File: src/rtl/imu_bias_cal.sv
// Gyro bias calibration and correction: discards settling samples, averages
// 2^LOG2_N stationary samples per axis, then streams bias-corrected gyro data.
module imu_bias_cal #(
   parameter int LOG2_N       = 6,
   parameter int DISCARD      = 4,
   parameter int MOTION_LIMIT = 2000
) (
   input  logic               clk,
   input  logic               rst_n,
   input  logic               in_valid,
   input  logic signed [15:0] accel_x_in,
   input  logic signed [15:0] accel_y_in,
   input  logic signed [15:0] accel_z_in,
   input  logic signed [15:0] gyro_x_in,
   input  logic signed [15:0] gyro_y_in,
   input  logic signed [15:0] gyro_z_in,
   input  logic               recal,
   output logic signed [15:0] accel_x,
   output logic signed [15:0] accel_y,
   output logic signed [15:0] accel_z,
   output logic signed [15:0] gyro_x,
   output logic signed [15:0] gyro_y,
   output logic signed [15:0] gyro_z,
   output logic               out_valid,
   output logic               cal_done,
   output logic signed [15:0] bias_x,
   output logic signed [15:0] bias_y,
   output logic signed [15:0] bias_z,
   output logic [7:0]         cal_restarts,
   output logic [1:0]         cal_state
);

   // Handshake: in_valid is a one-cycle strobe with no backpressure; every
   // strobe is consumed on the edge that samples it. out_valid is a one-cycle
   // strobe qualifying the six data outputs, which hold when it is low.

   localparam int AW = 16 + LOG2_N;
   localparam int CW = LOG2_N + 1;
   localparam logic [CW-1:0] LAST_CNT  = CW'((1 << LOG2_N) - 1);
   localparam logic [7:0]    DISC_LAST = 8'((DISCARD > 0) ? DISCARD - 1 : 0);
   localparam logic [16:0]   LIMIT     = 17'(MOTION_LIMIT);

   typedef enum logic [1:0] {
      S_DISCARD = 2'd0,
      S_ACCUM   = 2'd1,
      S_RUN     = 2'd2
   } state_t;

   localparam state_t INIT_STATE = (DISCARD == 0) ? S_ACCUM : S_DISCARD;

   state_t                state;
   logic [7:0]            disc_cnt;
   logic [CW-1:0]         cnt;
   logic signed [AW-1:0]  acc_x, acc_y, acc_z;
   logic signed [AW-1:0]  sum_x, sum_y, sum_z;
   logic                  motion;

   // 17-bit magnitude so that -32768 maps to +32768 rather than wrapping.
   function automatic logic [16:0] abs17(input logic signed [15:0] v);
      logic signed [16:0] e;
      e = 17'(v);
      return (e < 0) ? 17'(-e) : 17'(e);
   endfunction

   function automatic logic signed [15:0] sat_sub(input logic signed [15:0] a,
                                                  input logic signed [15:0] b);
      logic signed [16:0] d;
      d = 17'(a) - 17'(b);
      if (d[16] != d[15]) return d[16] ? 16'sh8000 : 16'sh7fff;
      return d[15:0];
   endfunction

   always_comb begin
      sum_x  = acc_x + AW'(gyro_x_in);
      sum_y  = acc_y + AW'(gyro_y_in);
      sum_z  = acc_z + AW'(gyro_z_in);
      motion = (abs17(gyro_x_in) > LIMIT) || (abs17(gyro_y_in) > LIMIT) ||
               (abs17(gyro_z_in) > LIMIT);
   end

   assign cal_state = state;

   always_ff @(posedge clk or negedge rst_n) begin
      if (!rst_n) begin
         state        <= INIT_STATE;
         disc_cnt     <= '0;
         cnt          <= '0;
         acc_x        <= '0;
         acc_y        <= '0;
         acc_z        <= '0;
         accel_x      <= '0;
         accel_y      <= '0;
         accel_z      <= '0;
         gyro_x       <= '0;
         gyro_y       <= '0;
         gyro_z       <= '0;
         out_valid    <= 1'b0;
         cal_done     <= 1'b0;
         bias_x       <= '0;
         bias_y       <= '0;
         bias_z       <= '0;
         cal_restarts <= '0;
      end else begin
         out_valid <= 1'b0;
         if (recal) begin
            // Bias registers intentionally keep the previous estimate.
            state        <= INIT_STATE;
            disc_cnt     <= '0;
            cnt          <= '0;
            acc_x        <= '0;
            acc_y        <= '0;
            acc_z        <= '0;
            cal_restarts <= '0;
            cal_done     <= 1'b0;
         end else if (in_valid) begin
            case (state)
               S_DISCARD: begin
                  if (disc_cnt == DISC_LAST) begin
                     state    <= S_ACCUM;
                     disc_cnt <= '0;
                     cnt      <= '0;
                     acc_x    <= '0;
                     acc_y    <= '0;
                     acc_z    <= '0;
                  end else begin
                     disc_cnt <= disc_cnt + 8'd1;
                  end
               end
               S_ACCUM: begin
                  if (motion) begin
                     cnt   <= '0;
                     acc_x <= '0;
                     acc_y <= '0;
                     acc_z <= '0;
                     if (cal_restarts != 8'hff) cal_restarts <= cal_restarts + 8'd1;
                  end else if (cnt == LAST_CNT) begin
                     // Arithmetic shift floors toward -inf.
                     bias_x   <= 16'(sum_x >>> LOG2_N);
                     bias_y   <= 16'(sum_y >>> LOG2_N);
                     bias_z   <= 16'(sum_z >>> LOG2_N);
                     cal_done <= 1'b1;
                     state    <= S_RUN;
                     cnt      <= '0;
                     acc_x    <= '0;
                     acc_y    <= '0;
                     acc_z    <= '0;
                  end else begin
                     acc_x <= sum_x;
                     acc_y <= sum_y;
                     acc_z <= sum_z;
                     cnt   <= cnt + CW'(1);
                  end
               end
               S_RUN: begin
                  accel_x   <= accel_x_in;
                  accel_y   <= accel_y_in;
                  accel_z   <= accel_z_in;
                  gyro_x    <= sat_sub(gyro_x_in, bias_x);
                  gyro_y    <= sat_sub(gyro_y_in, bias_y);
                  gyro_z    <= sat_sub(gyro_z_in, bias_z);
                  out_valid <= 1'b1;
               end
               default: state <= INIT_STATE;
            endcase
         end
      end
   end

endmodule

File: config.mk
export PLATFORM = sky130hd
export DESIGN_NAME = imu_bias_cal
export DESIGN_NICKNAME = d
export VERILOG_FILES = /design/src/rtl/imu_bias_cal.sv
export SDC_FILE = /design/constraint.sdc
export NUM_CORES = 1
export LEC_CHECK = 0
export BUFFER_PORTS_ARGS = -buffer_cell sky130_fd_sc_hd__buf_2
export CAP_MARGIN = 10
export CORE_MARGIN = 2
export CORE_UTILIZATION = 30
export CTS_CLUSTER_SIZE = 14
export DETAILED_ROUTE_END_ITERATION = 8
export PLACE_DENSITY = 0.46
export SKIP_CTS_REPAIR_TIMING = 1
export SLEW_MARGIN = 25
export SYNTH_ARGS = -nofsm -noshare
export SYNTH_HDL_FRONTEND = slang
export SYNTH_SLANG_ARGS = --single-unit
export TNS_END_PERCENT = 10
File: constraint.sdc
create_clock -name clk -period 6.9 [get_ports clk]
set_clock_uncertainty 0.2 [all_clocks]
set_input_delay 0 -clock clk [delete_from_list [all_inputs] [get_ports clk]]
set_output_delay 0 -clock clk [all_outputs]
set_load 0.01 [all_outputs]
# --- Yosys cells after proc, flatten, opt, wreduce, memory -nomap -nowiden ---
# Cells that the tools add are included.
word_totals:
  reg_bits: 237
  latch_bits: 0
  mem_bits_rw: 0
  mem_bits_ro: 0
  output_inout_bits: 156
  elab_cells: 137
  memories: 0
op_classes:
  addsub: 12
  multipliers: 0
  n_div: 0
  n_lt_le_gt_ge: 6
  n_eq_ne: 13
  shifts: 0
  muxes: 69
  n_bitwise: 2
  reduce_logical: 17
ops:
  columns: ["operator", "count"]
  rows:
  - ["two-way mux 22 bit", 13]
  - ["two-way mux 16 bit", 9]
  - ["one-hot mux 22 bit (2 select lines)", 3]
  - ["two-way mux 8 bit", 9]
  - ["adder 22 x 16 -> 22 bit", 3]
  - ["> comparator 17 x 11 -> 1 bit (second input constant)", 3]
  - ["two-way mux 17 bit", 3]
  - ["negator 16 -> 17 bit", 3]
  - ["subtractor 16 x 16 -> 17 bit", 3]
  - ["less-than comparator 16 x 1 -> 1 bit (second input constant)", 3]
  - ["two-way mux 7 bit", 5]
  - ["two-way mux 1 bit", 20]
  - ["adder 8 x 1 -> 8 bit (second input constant)", 2]
  - ["one-hot mux 7 bit (2 select lines)", 1]
  - ["nonzero test 2 bit", 6]
  - ["two-way mux 2 bit", 5]
  - ["AND reduction 5 bit", 2]
  - ["!= test 3 bit (second input constant)", 3]
  - ["equality test 8 x 2 -> 1 bit (second input constant)", 1]
  - ["!= test 8 bit (second input constant)", 1]
  - ["AND reduction 4 bit", 2]
  - ["adder 7 x 1 -> 7 bit (second input constant)", 1]
  - ["equality test 7 x 6 -> 1 bit (second input constant)", 1]
  - ["one-hot mux 2 bit (3 select lines)", 1]
  - ["other kinds (10)", 16]

# --- Logic depth before layout (Yosys ltp) ---
logic_depth:
  ltp_word: 9
  ltp_mapped: 14
  mapped_depth_nobuf: 12

# --- Worst setup path after synthesis ---
# Ideal clock, no wire load.
synth_timing:
  path_kind: "register to register"
  from: "reg bias_z[1]"
  to: "reg gyro_z[7]"
  setup_ns: 0.159
  arrival_ns: 2.850
  required_ns: 6.541
  slack_ns: 3.691
  stages_incl_launch_ff: 12
  n_path_buf: 0
  period_less_slack_ns: 3.209
  cell_sequence: "dfrtp_1 > inv_1 > ha_1 > nor2b_1 > o31a_1 > o31a_1 > o2111ai_1 > a21oi_1 > nor3_1 > xnor2_1 > nor3_1 > nor3_1"
synth_between:
  elab_chain_cells: 7
  word_cells_on_any_way: 9
  classes_between: "1 x add/sub; 1 x eq/ne; 7 x mux"
synth_lines:
  columns: ["item", "line", "rtl"]
  rows:
  - ["start, declared", "28", "output logic signed [15:0] bias_z,"]
  - ["start signal, assigned", "140", "bias_z <= 16'(sum_z >>> LOG2_N);"]
  - ["subtractor 16 x 16 -> 17 bit (*)", "68", "d = 17'(a) - 17'(b);"]
  - ["!= test 1 bit", "69", "if (d[16] != d[15]) return d[16] ? 16'sh8000 : 16'sh7fff;"]
  - ["two-way mux 1 bit", "69", null]
  - ["two-way mux 1 bit", "116", "case (state)"]
  - ["two-way mux 1 bit", "115", "end else if (in_valid) begin"]
  - ["two-way mux 1 bit", "105", "if (recal) begin"]
  - ["two-way mux 16 bit (*)", "70", "return d[15:0];"]
  - ["end signal, assigned", "160", "gyro_z <= sat_sub(gyro_z_in, bias_z);"]
  - ["end, declared", "23", "output logic signed [15:0] gyro_z,"]
# Every way passes the cells marked *; elsewhere a longest branch is shown, timed or not. The select of a mux whose other input is x is not followed.
# A chain may end at the register's enable or synchronous reset.

# --- Worst setup path in the final report ---
layout_timing:
  from: "in gyro_x_in[7]"
  to: "reg bias_z[9]"
layout_between:
  elab_chain_cells: 7
  word_cells_on_any_way: 8
  classes_between: "1 x add/sub; 2 x order compare; 1 x mux; 1 x bitwise; 3 x reduce/logical"
layout_lines:
  columns: ["item", "line", "rtl"]
  rows:
  - ["start, declared", "14", "input logic signed [15:0] gyro_x_in,"]
  - ["negator 16 -> 17 bit / less-than comparator 16 x 1 -> 1 bit (equally long branches)", "62", "return (e < 0) ? 17'(-e) : 17'(e);"]
  - ["two-way mux 17 bit (*)", "62", null]
  - ["> comparator 17 x 11 -> 1 bit (*)", "77", "motion = (abs17(gyro_x_in) > LIMIT) || (abs17(gyro_y_in) > LIMIT) ||"]
  - ["logical OR 1 bit (*) (2 in series)", "77", null]
  - ["inverter 1 bit (no source line) (*)", null, null]
  - ["AND reduction 5 bit (no source line) (*)", null, null]
# Every way passes the cells marked *; elsewhere a longest branch is shown, timed or not.

==> metrics.txt <==
run status=finished with violations; failing checks=hold timing; final setup violation count=0; # nets final=2279; per-cell routed wire length=18.5 um; multi-input combinational cell area=between 0.009 and 0.01 sq mm; post-route insts no fill=between 2000 and 3000; via count=14000; Worst Path Required=7110 ps; most frequent cells after synthesis=nand2_1 (247), dfrtp_1 (237), o21ai_0 (124), ha_1 (117), nor2_1 (102); Synth Cell Area=0.0157 sq mm; pin count of the biggest net entering global routing=roughly 160; largest area contributor in the netlist=dfrtp_1; final setup TNS=0 ps; worst skew pair latency=~540 ps; number of synthesized flops with an enable pin=0; number of top-level pins=about 260; RSZ-0062 raised after global routing=false; Hold Crit Class=in -> reg; actual slew at the worst max-slew pin=1040 ps; Max IR drop VDD=0.120 mV; gpl congestion=0.826; area grow syn2layout=26.2%; peak per-stage delay on the critical path=around 800 ps; crit-path max FO=32; TritonCTS Buffers=34; Async SR Flop Fraction=100%; Reg clk slew, reported paths=roughly 60 ps; final instance area=0.0198 sq mm; post-synth cell types=73; Fin. Hold Viols=9; Final WS setup=2010 ps; First DRT Iteration DRCs=831; Row Count=83; fin crit share=70.9%; Post-route DRC=0; DRT antenna net count=0; Period minus WS final=4890 ps; Critical Path Start Type=input port; Core ar.=0.0516 sq mm; IO buf count=~260; synthesized area per cell=9.15 sq um; max_cap viols=0; placed cell area=0.0177 sq mm; YS warnings=0; Clock Tree Buf Depth=3; #FFs+latches synth=237; Worst slew margin=a little under a third; Power Density=~190 mW/mm^2; Vias/cell=5.08; global-route wire length before repair=76700 um; crit path kind=in -> reg; clock root cell=clkbuf_16; CTS tree=done; Post-Place Cells=2604; leakage power=9.95 nW; Total Routing Usage GR=18.1%; # clock sinks=237; effective utilization at floorplan=30.5%; post-place setup slack=2370 ps; die width=233 um; total grt overflow=0; vias in the first global route=13300; Reg area=0.00593 sq mm; Crit-path slowest cell=nor4_1; Critical Path AT=between 5000 and 6000 ps; Synth top area share=37.7%; DP HPWL=36700 um; worst hold slack=-47.8 ps; worst-path cell chain=dlygate4sd3_1 -> buf_2 -> nor4_1 -> nand4_1 -> a32oi_1 -> nand4_1 -> dlygate4sd3_1 -> a311oi_1 -> nand3b_1 -> or4_4 -> buf_16 -> mux2_4; 1st-pass router iterations=5; H-tree depth=2; register area share after synthesis=37.7%; fillcell total=5182; most common cell in the netlist=nand2_1; initial antenna violation count=3; Synth Flop Type=dfrtp_1; WL final=51200 um; fmax=just over 200 MHz; full die area=0.0543 sq mm; syn nets=1941; Area contributors post-synth=dfrtp_1 (38%), ha_1 (9.3%), nand2_1 (5.9%), mux2_4 (4.2%), o21ai_0 (3.9%); endpoint type of the worst setup path=register; max-slew violation count=0; layout cells sized above 1=18.6%; Die Ht=approximately 230 um; Synth Instances=approximately 1700
## placed cells by master, fill, tap and decap left out, drive strengths merged, types with 17 or more instances in the layout
cell type / Yosys / layout
a211oi: 22 / 22
a21o: 40 / 40
a21oi: 100 / 100
a22o: 65 / 65
and3: 17 / 17
buf: 15 / 264
clkbuf: 41 / 42
dfrtp: 237 / 237
dlygate4sd3: 0 / 94
ha: 117 / 117
inv: 91 / 94
mux2: 49 / 49
nand2: 247 / 247
nand2b: 22 / 22
nand3: 30 / 30
nand4: 19 / 19
nor2: 102 / 102
nor2b: 20 / 20
nor3: 36 / 36
o21ai: 128 / 128
xnor2: 61 / 61
xor2: 37 / 37
## worst max-delay path, delay by kind of cell
kind	cells	cell delay (ps)
AOI/OAI and AO/OA	2	690
buffers and inverters	4	1610
muxes	1	330
and+or+nand+nor	5	2430
## power by group
group | leakage (nW) | internal, mW | switching, mW
combinational | 6.09 | 0.182 | 0.286
clock | 0.557 | 1.12 | 0.700
sequential | 3.30 | 1.39 | 0.00394
## sequential cells by signal, indices dropped and copies added, names as in the netlist
signal and cells:
acc_y 22, out_valid 1, accel_z 16, cal_restarts 8, accel_x 16, acc_x 22
disc_cnt 8, accel_y 16, cnt 7, cal_done 1, bias_y 16, cal_state 2
gyro_x 16, acc_z 22, gyro_y 16, bias_z 16, bias_x 16, gyro_z 16
## final cells by class
type	instances	share of cell area (%)
inverters	93	1.76
multi-input cells	1332	46.4
diodes	2	0.0252
well taps	680	4.29
clock buffers	42	4.75
flip-flops and latches	237	29.9
repair buffers	358	11.8
clock inverters	17	1.02
## worst paths after layout
kind | slack [ps] | endpoint | cells past startpoint | start
max reg2reg | 2860 | gyro_y[7] | 11 | bias_y[1]
min in group asynchronous | 400 | bias_x[2] | 4 | rst_n
min | -50 | cnt[0] | 5 | gyro_x_in[12]
max | 2010 | bias_z[9] | 12 | gyro_x_in[7]
min reg2reg | 260 | gyro_y[2] | 2 | gyro_y[2]
max in group asynchronous | 5140 | acc_z[19] | 4 | rst_n
## per-layer routing
metal	GRT usage [%]	share of wire, %	up-vias
met5	0	0	-
met4	5.02	2.4	0
met3	3.38	4.9	68
met2	28.7	46	335
met1	25.1	47	6740
li1	-	-	6894
## stage by stage
step | total power [mW] | util, % | hold WS, ps
global placement | 1.84 | 34.3 | -157
finish | 3.69 | 38.4 | -47.8
detailed placement | 1.85 | 34.3 | -154
global route | 3.85 | 38.4 | -2.67
floorplan | 1.67 | - | -496
CTS | 3.71 | 36.5 | -739
## logic make-up (layout without fill, tap and decap cells)
| logic type | Yosys count | after routing | share of synthesized area, % |
|---|---|---|---|
| fa+ha+maj | 131 | 131 | 10.6 |
| xor+xnor | 99 | 99 | 5.60 |
| other cells | 0 | 2 | 0 |
| simple gates | 561 | 561 | 16.8 |
| buf+inv | 149 | 510 | 3.87 |
| compound gates | 488 | 488 | 20.6 |
| flops | 237 | 237 | 37.7 |
| mux | 53 | 53 | 4.81 |
(Power assumes the default switching activity.)
